### config.mk
export PLATFORM = sky130hd
export DESIGN_NAME = sdram_loader
export DESIGN_NICKNAME = d
export VERILOG_FILES = /design/src/rtl/sdram_loader.sv
export SDC_FILE = /design/constraint.sdc
export NUM_CORES = 1
export LEC_CHECK = 0
export ABC_AREA = 1
export BUFFER_PORTS_ARGS = -buffer_cell sky130_fd_sc_hd__buf_4
export CAP_MARGIN = 30
export CORE_MARGIN = 2
export CORE_UTILIZATION = 52
export CTS_BUF_LIST = sky130_fd_sc_hd__clkbuf_4
export CTS_CLUSTER_DIAMETER = 150
export DETAILED_ROUTE_END_ITERATION = 8
export GPL_TIMING_DRIVEN = 0
export PLACE_DENSITY = 0.77
export SLEW_MARGIN = 20
export SYNTH_ARGS = -nofsm -noshare
export SYNTH_HDL_FRONTEND = slang
export SYNTH_SLANG_ARGS = --single-unit
export TNS_END_PERCENT = 1
### constraint.sdc
create_clock -name clk -period 5.9 [get_ports clk]
set_clock_uncertainty 0.2 [all_clocks]
set_input_delay 0.59 -clock clk [delete_from_list [all_inputs] [get_ports clk]]
set_output_delay 0.59 -clock clk [all_outputs]
set_load 0.01 [all_outputs]
### src/rtl/sdram_loader.sv
// rtl/sdram_loader.sv - byte stream to 16-bit SDRAM word writer over a toggle req/ack channel
// Purpose: packs an 8-bit valid/ready stream little-endian into 16-bit words and
//   writes them to consecutive word addresses starting at base_addr.
// Ports:
//   clk, rst_n                    clock, asynchronous active-low reset
//   start, base_addr, flush       load control (start latches base, flush ends the image)
//   s_data, s_valid, s_ready      byte stream in
//   busy, done, word_count        load status
//   verify_err                    sticky read-back mismatch (0 unless verify is built in)
//   ram_req/ram_ack/ram_we/ram_address/ram_data_write/ram_data_read
//                                 one channel of the SDRAM controller, toggle handshake
// Option: define SDRAM_LOADER_VERIFY_EN to read back and compare every written word.
module sdram_loader #(
  parameter int unsigned ADDR_BITS = 23,
  parameter logic [7:0]  PAD_BYTE  = 8'hFF
) (
  input  logic                 clk,
  input  logic                 rst_n,
  input  logic                 start,
  input  logic [ADDR_BITS-1:0] base_addr,
  input  logic [7:0]           s_data,
  input  logic                 s_valid,
  output logic                 s_ready,
  input  logic                 flush,
  output logic                 busy,
  output logic                 done,
  output logic [ADDR_BITS:0]   word_count,
  output logic                 verify_err,
  output logic                 ram_req,
  input  logic                 ram_ack,
  output logic                 ram_we,
  output logic [ADDR_BITS-1:0] ram_address,
  output logic [15:0]          ram_data_write,
  input  logic [15:0]          ram_data_read
);

  typedef enum logic [1:0] {
    ST_IDLE   = 2'd0,
    ST_LOAD   = 2'd1,
    ST_DRAIN  = 2'd2,
    ST_FINISH = 2'd3
  } state_t;

  localparam logic [ADDR_BITS-1:0] ADDR_ONE = {{(ADDR_BITS-1){1'b0}}, 1'b1};
  localparam logic [ADDR_BITS:0]   CNT_ONE  = {{ADDR_BITS{1'b0}}, 1'b1};

  state_t                 state_q, state_d;
  logic [7:0]             lo_q, lo_d;
  logic                   have_lo_q, have_lo_d;
  logic [15:0]            pend_q, pend_d;
  logic                   pend_valid_q, pend_valid_d;
  logic [ADDR_BITS-1:0]   cur_addr_q, cur_addr_d;
  logic [ADDR_BITS:0]     word_count_q, word_count_d;
  // txn_q marks a transaction we launched and have not yet retired; it lets the
  // ack be seen exactly once even though req == ack persists afterwards.
  logic                   txn_q, txn_d;
  logic                   ram_req_q, ram_req_d;
  logic                   ram_we_q, ram_we_d;
  logic [ADDR_BITS-1:0]   ram_address_q, ram_address_d;
  logic [15:0]            ram_data_write_q, ram_data_write_d;
  logic                   busy_q, busy_d;
  logic                   done_q, done_d;

  logic                   chan_idle;
  logic                   accept;

`ifdef SDRAM_LOADER_VERIFY_EN
  logic                   rd_q, rd_d;
  logic                   verify_err_q, verify_err_d;
  assign verify_err = verify_err_q;
`else
  logic                   unused_ram_data_read;
  assign unused_ram_data_read = ^ram_data_read;
  assign verify_err = 1'b0;
`endif

  assign chan_idle      = (ram_req_q == ram_ack);
  // Stall only when both the half-word and the pending word are occupied.
  assign s_ready        = busy_q && (state_q != ST_DRAIN) && !(have_lo_q && pend_valid_q);
  assign accept         = s_valid && s_ready;

  assign busy           = busy_q;
  assign done           = done_q;
  assign word_count     = word_count_q;
  assign ram_req        = ram_req_q;
  assign ram_we         = ram_we_q;
  assign ram_address    = ram_address_q;
  assign ram_data_write = ram_data_write_q;

  always_comb begin
    state_d          = state_q;
    lo_d             = lo_q;
    have_lo_d        = have_lo_q;
    pend_d           = pend_q;
    pend_valid_d     = pend_valid_q;
    cur_addr_d       = cur_addr_q;
    word_count_d     = word_count_q;
    txn_d            = txn_q;
    ram_req_d        = ram_req_q;
    ram_we_d         = ram_we_q;
    ram_address_d    = ram_address_q;
    ram_data_write_d = ram_data_write_q;
    busy_d           = busy_q;
    done_d           = 1'b0;
`ifdef SDRAM_LOADER_VERIFY_EN
    rd_d             = rd_q;
    verify_err_d     = verify_err_q;
`endif

    // Channel side: retire an acknowledged transaction, else launch the pending word.
    if (txn_q && chan_idle) begin
`ifdef SDRAM_LOADER_VERIFY_EN
      if (!rd_q) begin
        // Write landed: read the same word back; address and data stay put.
        ram_we_d  = 1'b0;
        ram_req_d = ~ram_req_q;
        rd_d      = 1'b1;
      end else begin
        rd_d         = 1'b0;
        txn_d        = 1'b0;
        cur_addr_d   = cur_addr_q + ADDR_ONE;
        word_count_d = word_count_q + CNT_ONE;
        if (ram_data_read != ram_data_write_q) begin
          verify_err_d = 1'b1;
        end
      end
`else
      txn_d        = 1'b0;
      cur_addr_d   = cur_addr_q + ADDR_ONE;
      word_count_d = word_count_q + CNT_ONE;
`endif
    end else if (pend_valid_q && chan_idle && !txn_q) begin
      ram_we_d         = 1'b1;
      ram_address_d    = cur_addr_q;
      ram_data_write_d = pend_q;
      ram_req_d        = ~ram_req_q;
      pend_valid_d     = 1'b0;
      txn_d            = 1'b1;
    end

    // Byte assembly. A second byte is only accepted while pending is empty,
    // so this never collides with the launch above clearing pend_valid.
    if (accept) begin
      if (have_lo_q) begin
        pend_d       = {s_data, lo_q};
        pend_valid_d = 1'b1;
        have_lo_d    = 1'b0;
      end else begin
        lo_d      = s_data;
        have_lo_d = 1'b1;
      end
    end

    case (state_q)
      ST_IDLE: begin
        if (start && chan_idle) begin
          state_d      = ST_LOAD;
          busy_d       = 1'b1;
          cur_addr_d   = base_addr;
          word_count_d = '0;
          have_lo_d    = 1'b0;
          pend_valid_d = 1'b0;
`ifdef SDRAM_LOADER_VERIFY_EN
          verify_err_d = 1'b0;
`endif
        end
      end
      ST_LOAD: begin
        if (flush) begin
          state_d = ST_DRAIN;
        end
      end
      ST_DRAIN: begin
        if (have_lo_q && !pend_valid_q) begin
          pend_d       = {PAD_BYTE, lo_q};
          pend_valid_d = 1'b1;
          have_lo_d    = 1'b0;
        end
        if (!have_lo_q && !pend_valid_q && chan_idle && !txn_q) begin
          state_d = ST_FINISH;
          done_d  = 1'b1;
          busy_d  = 1'b0;
        end
      end
      ST_FINISH: begin
        state_d = ST_IDLE;
      end
      default: begin
        state_d = ST_IDLE;
      end
    endcase
  end

  always_ff @(posedge clk or negedge rst_n) begin
    if (!rst_n) begin
      state_q          <= ST_IDLE;
      lo_q             <= '0;
      have_lo_q        <= 1'b0;
      pend_q           <= '0;
      pend_valid_q     <= 1'b0;
      cur_addr_q       <= '0;
      word_count_q     <= '0;
      txn_q            <= 1'b0;
      ram_req_q        <= 1'b0;
      ram_we_q         <= 1'b0;
      ram_address_q    <= '0;
      ram_data_write_q <= '0;
      busy_q           <= 1'b0;
      done_q           <= 1'b0;
`ifdef SDRAM_LOADER_VERIFY_EN
      rd_q             <= 1'b0;
      verify_err_q     <= 1'b0;
`endif
    end else begin
      state_q          <= state_d;
      lo_q             <= lo_d;
      have_lo_q        <= have_lo_d;
      pend_q           <= pend_d;
      pend_valid_q     <= pend_valid_d;
      cur_addr_q       <= cur_addr_d;
      word_count_q     <= word_count_d;
      txn_q            <= txn_d;
      ram_req_q        <= ram_req_d;
      ram_we_q         <= ram_we_d;
      ram_address_q    <= ram_address_d;
      ram_data_write_q <= ram_data_write_d;
      busy_q           <= busy_d;
      done_q           <= done_d;
`ifdef SDRAM_LOADER_VERIFY_EN
      rd_q             <= rd_d;
      verify_err_q     <= verify_err_d;
`endif
    end
  end

endmodule
==> flow_metrics.py, run 1 <==
metrics = {
    "status": {
        "status": "complete, no violations",
    },
    "sta": {
        "drv_slew": 0,
        "post-route-period-util_pct": 42.4,
        "fmax_mhz": 400,
        "hold_viol": 0,
        "fin_tns_setup_ns": 0,
        "finalWorstSetupSlack_ns": 3.40,
        "period_needed_ns": 2.50,
        "finalHoldWorstSlack_ns": 0.0636,
        "rsz0062_at_grt": "false",
        "finalSetupViolCount": 0,
    },
    "hold_path": {
        "hold_path_startpoint": "base_addr[16]",
        "min_path_cells": 3,
        "min_to": "cur_addr_q[16]",
        "min_path_type": "input port to flip-flop",
    },
    "floorplanning": {
        "ios": 122,
        "die_area_sq_um": 12000,
        "die_y_um": 109,
        "initial_core_util_pct": 53.3,
        "coreArea_sq_um": 10800,
        "fp.dieW_um": 109,
        "num_rows": 38,
    },
    "logic_synthesis": {
        "syn_area_per_cell_sq_um": 8.18,
        "ys_seq_elements": 119,
        "synth_fp_nets": 766,
        "synth_edf_count": 0,
        "yosysMostFrequentCell": "nand2_1",
        "synth_top_cell_area_share_pct": 51.5,
        "syn_area_sq_um": 5780,
        "synth_cell_type_count": 38,
        "ys_top_cells_by_area": "dfrtp_1, nand2_1, inv_1",
        "async_reset_ff_share_pct": 100,
        "syn_inst": 707,
        "synth_ff_type": "dfrtp_1",
        "seq_area_frac_synth_pct": 51.5,
        "yosysWarnings": 0,
        "yosys.area.top_type": "dfrtp_1",
        "synth_common_cells": "nand2_1, dfrtp_1, inv_1",
    },
    "power": {
        "intPower_w": 0.00191,
        "p_seq_share_pct": 43.6,
        "combPwrFrac_pct": 39.7,
        "powerDensity_nw_per_um2": 460,
        "p_sw_w": 0.00133,
        "clkPwrFrac_pct": 16.7,
        "vdd_drop_max_mv": 0.234,
        "power_leakage_nw": 3.65,
        "switching_share_pct": 41.0,
    },
    "place": {
        "place_ws_ns": 3.58,
        "hpwl_mm": 10.5,
        "placed_cell_area_sq_um": 6770,
        "gp_congestion": 0.899,
        "portBuffers": 104,
    },
    "worst_setup_path": {
        "r2r_slack_ns": 3.52,
        "worst_setup_path_start_kind": "flip-flop",
        "worstPathRequired_ns": 5.11,
        "crit_arrival_ns": 1.71,
        "cp_slowest_cell": "dfrtp_1",
        "regToRegStartpoint": "state_q[0]",
        "crit_fanout": 4,
        "cp_cell_sequence": "inv_1 > ha_1 > inv_2 > nand2_1 > a21oi_2 > buf_4",
        "max_stage_delay_ns": 0.40,
        "worst-path-buf-inv": 3,
        "rr_worst_depth": 10,
        "r2r-end": "lo_q[1]",
        "cp_top_family": "flip-flops",
        "crit_type": "flip-flop to output pin",
        "end_kind": "output pin",
    },
    "detailed_routing": {
        "drt-initial-drc-count": 296,
        "wl_per_cell_um": 14.6,
        "via_count": 5074,
        "vias_per_cell": 5.15,
        "totalWireLength_mm": 14.4,
        "drt_first_pass_iters": 5,
        "postRouteAntennaNets": 0,
        "drc": 0,
    },
    "clocking": {
        "hold_buffers": 1,
        "cts-root-buf": "clkbuf_4",
        "cts_max_level": 4,
        "cts_resized": 0,
        "insertion_delay_ns": 0.53,
        "numClockSinks": 119,
        "clk_pin_slew_ns": 0.13,
        "cts_tree": "yes",
        "clockBufferDepth": 2,
        "post_cts_buffers": 0,
        "cts_buffers": 17,
    },
    "global_routing": {
        "grt_overflow": 0,
        "grt_max_degree": 70,
        "grt_pass1_wl_mm": 23.0,
        "antenna_found_initial": 0,
        "grt_util_all_layers_pct": 25.0,
        "grt_pass1_vias": 4860,
    },
    "layout": {
        "drive_gt1_share_pct": 22.1,
        "diodes": 0,
        "fin_area_sq_um": 7040,
        "finish.net_count": 891,
        "syn_to_final_growth_pct": 21.7,
        "postLayoutCoreUtil_pct": 64.9,
    },
    "job": {
        "max_cap_viol_count": 0,
    },
}
-- kinds of logic after synthesis --
logic type / count (synthesis) / share of synthesized area (%)
AOI/OAI and AO/OA: 105 / 9.82
xor gates and xnor gates: 7 / 1.06
adders and majority gates: 6 / 1.30
buffers and inverters: 122 / 8.74
DFF: 119 / 51.5
muxes: 9 / 1.75
other: 1 / 0.0648
and+or+nand+nor: 338 / 25.8
-- worst min-delay path: cells and delay by family --
kind,cells,cell delay [ns]
buffers and inverters,1,0.07
and+or+nand+nor,2,0.09
-- per-layer routing --
| metal | up-vias | part of all wire [%] | GRT usage [%] |
|---|---|---|---|
| met3 | 24 | 5.5 | 5.04 |
| met1 | 2380 | 44 | 32.5 |
| met5 | - | 0 | 0 |
| met4 | 0 | 1.7 | 8.77 |
| li1 | 2499 | - | - |
| met2 | 171 | 49 | 41.8 |
-- how the worst max path moves through the flow --
stage | from | endpoint | slack, ns | depth (start not counted)
2_1_floorplan | state_q[0] | lo_q[0] | 3.72 | 10
3_3_place_gp | state_q[0] | lo_q[1] | 3.61 | 10
3_5_place_dp | state_q[0] | lo_q[1] | 3.58 | 10
4_1_cts | state_q[0] | s_ready | 3.37 | 6
5_1_grt | state_q[0] | s_ready | 3.29 | 6
6_report | state_q[0] | s_ready | 3.40 | 6
-- placed cells by master, fill, tap and decap left out, types with 2 or more instances in the layout --
master      netlist  routed
nand2_1         195     195
dfrtp_1         119     119
buf_4             2     105
inv_1            95      95
nor2_1           68      68
o21ai_0          65      65
nand3_1          27      27
nand4_1          17      17
clkbuf_4          0      17
a21oi_1          16      16
o211ai_1         10      10
mux2_2            9       9
buf_2             8       8
clkbuf_1          8       8
xor2_1            6       6
ha_1              6       6
inv_2             5       5
nand2_2           5       5
nor2_4            5       5
buf_6             4       5
o21ai_1           5       5
a31oi_1           5       5
nor3_1            5       5
clkinv_4          0       5
clkinv_2          0       4
clkinvlp_4        0       4
nand3_2           3       3
nor2_2            3       3
nor3b_1           2       2
o21bai_1          2       2
-- power by group through the flow --
stage               Combinational, W  Clock [W]  Sequential [W]
floorplan                   0.000677          0         0.00145
global placement             0.00123          0         0.00140
detailed placement           0.00128          0         0.00142
CTS                          0.00129   0.000548         0.00141
global route                 0.00145   0.000585         0.00146
finish                       0.00129   0.000539         0.00141
-- through the flow --
stage,std cells,power (W)
global route,985,0.00349
detailed placement,952,0.00270
floorplan,707,0.00213
CTS,985,0.00325
global placement,951,0.00263
finish,985,0.00324
-- flip-flops by register name, summed over array words and instances (netlist names) --
name            count
pend_valid_q        1
ram_address        23
have_lo_q           1
pend_q             16
ram_we              1
word_count         24
ram_req             1
txn_q               1
lo_q                8
ram_data_write     16
done                1
state_q             2
busy                1
cur_addr_q         23
-- cell type report --
type                    instances  area [sq um]
plain buffers                  22           130
clock buffers                  17           128
clock inverters                15           133
fillers                       921          3800
inverters                     100           375
multi-input cells             466          2300
flip-flops and latches        119          2980
well taps                     140           175
repair buffers                106           822
No activity file was read; power rests on OpenSTA's default activity.
==> run 2: changes to the inputs <==
Clock period 5.9 ns to 2.31 ns, I/O delays scaled along.
==> flow_metrics.py, run 2 (synthesized netlist as in run 1, its figures left out) <==
metrics = {
    "power": {
        "vdd_drop_max_mv": 0.599,
        "power_leakage_nw": 3.80,
        "powerDensity_nw_per_um2": 1120,
    },
    "layout": {
        "syn_to_final_growth_pct": 28.3,
        "fin_area_sq_um": 7420,
        "diodes": 0,
        "finish.net_count": 928,
        "largest_reg_flops": 24,
        "final_common_cell": "nand2_1",
        "final_cell_mix": "nand2_1, dfrtp_1, buf_4, inv_1, nor2_1",
        "drive_gt1_share_pct": 21.3,
    },
    "floorplanning": {
        "die_area_sq_um": 12000,
        "fp.dieW_um": 109,
        "coreArea_sq_um": 10800,
        "num_rows": 38,
        "initial_core_util_pct": 53.3,
        "ios": 122,
        "die_y_um": 109,
    },
    "clocking": {
        "clockBufferDepth": 2,
        "clk_pin_slew_ns": 0.12,
        "cts_max_level": 4,
        "cts_buffers": 17,
        "cts_tree": "yes",
        "cts-root-buf": "clkbuf_4",
        "insertion_delay_ns": 0.53,
        "post_cts_buffers": 0,
        "numClockSinks": 119,
    },
    "worst_setup_path": {
        "cp_cell_sequence": "inv_1 > ha_1 > inv_2 > nand2_1 > a21oi_2 > nand2_2 > inv_1 > ha_2 > mux2_2",
        "crit_arrival_ns": 2.37,
        "worstPathRequired_ns": 2.52,
        "crit_fanout": 8,
        "rr_worst_depth": 9,
        "worst_setup_path_start_kind": "flip-flop",
        "cp_slowest_cell": "dfrtp_1",
        "crit_type": "flip-flop to flip-flop",
        "end_kind": "flip-flop",
        "cpMostUsedCell": "inv_1",
        "max_stage_delay_ns": 0.40,
    },
    "detailed_routing": {
        "postRouteAntennaNets": 0,
        "wl_per_cell_um": 14.4,
        "drc": 0,
        "drt_first_pass_iters": 6,
        "drt-initial-drc-count": 322,
        "vias_per_cell": 5.11,
        "via_count": 5225,
        "totalWireLength_mm": 14.8,
    },
    "place": {
        "gp_congestion": 0.899,
        "portBuffers": 104,
        "placed_cell_area_sq_um": 6770,
        "hpwl_mm": 10.5,
    },
    "job": {
        "max_cap_viol_count": 0,
    },
    "status": {
        "status": "complete, no violations",
    },
    "sta": {
        "hold_viol": 0,
        "rsz0062_at_grt": "false",
        "post-route-period-util_pct": 93.4,
        "finalSetupViolCount": 0,
        "drv_slew": 0,
        "period_needed_ns": 2.16,
        "finalHoldWorstSlack_ns": 0.238,
        "fmax_mhz": 464,
    },
    "hold_path": {
        "min_path_cells": 4,
        "min_path_type": "input port to flip-flop",
    },
    "global_routing": {
        "antenna_found_initial": 0,
        "grt_util_all_layers_pct": 25.7,
        "grt_pass1_wl_mm": 23.6,
        "grt_max_degree": 70,
        "grt_overflow": 0,
        "grt_pass1_vias": 5027,
    },
}
run 2: final timing paths:
check / slack [ns] / endpoint / from
setup reg to reg: 0.15 / lo_q[1] / state_q[0]
hold reg to reg: 0.29 / ram_we / ram_we
min in group asynchronous: 0.56 / pend_q[5] / rst_n
max in group asynchronous: 0.32 / lo_q[3] / rst_n
setup / recovery: 0.15 / lo_q[1] / state_q[0]
hold / removal: 0.24 / cur_addr_q[16] / base_addr[16]
run 2: cell type report:
cell class / instances / area (sq um)
clock inverter: 15 / 133
multi-input combinational: 466 / 2300
sequential: 119 / 2980
timing repair buffer: 144 / 1200
fill: 867 / 3420
clock buffer: 17 / 128
tap: 140 / 175
buffer: 21 / 126
inverter: 100 / 375
run 2: stage by stage:
stage	TNS (ns)	cells	utilization, %	total power, W	setup slack, ns
final	0	1022	68.4	0.00833	0.153
after global routing	0	1022	68.4	0.00897	0.0439
after CTS	0	1022	68.4	0.00835	0.0639
after detailed placement	-0.0134	952	62.5	0.00690	-0.00896
after global placement	0	951	62.2	0.00672	0.0178
after floorplan	0	707	-	0.00543	0.125
run 2: layer usage:
layer / share of wire (%) / track usage [%]
met1: 43 / 33.3
met2: 49 / 43.1
met3: 5.6 / 4.80
met4: 2.1 / 9.22
met5: 0 / 0
run 2: worst max-delay path: cells and delay by family, from the launching register on:
family          cells  cell delay, ns
compound gates      1            0.15
mux                 1            0.36
flops               1            0.40
simple gates        2            0.15
fa+ha+maj           2            0.53
buf+inv             3            0.24
run 2: repair_timing:
| item | in CTS | in global routing |
|---|---|---|
| endpoints found under the setup margin | 8 | 8 |
| cloned | 0 | 0 |
| gates resized for setup | 0 | 1 |
| hold buffers | 39 | 0 |
| endpoints found under the hold margin | 165 | 0 |
run 2: power by group:
part / internal (W) / switching (W)
clock network: 0.000533 / 0.000842
logic: 0.00145 / 0.00189
registers: 0.00294 / 0.000671
total: 0.00492 / 0.00340
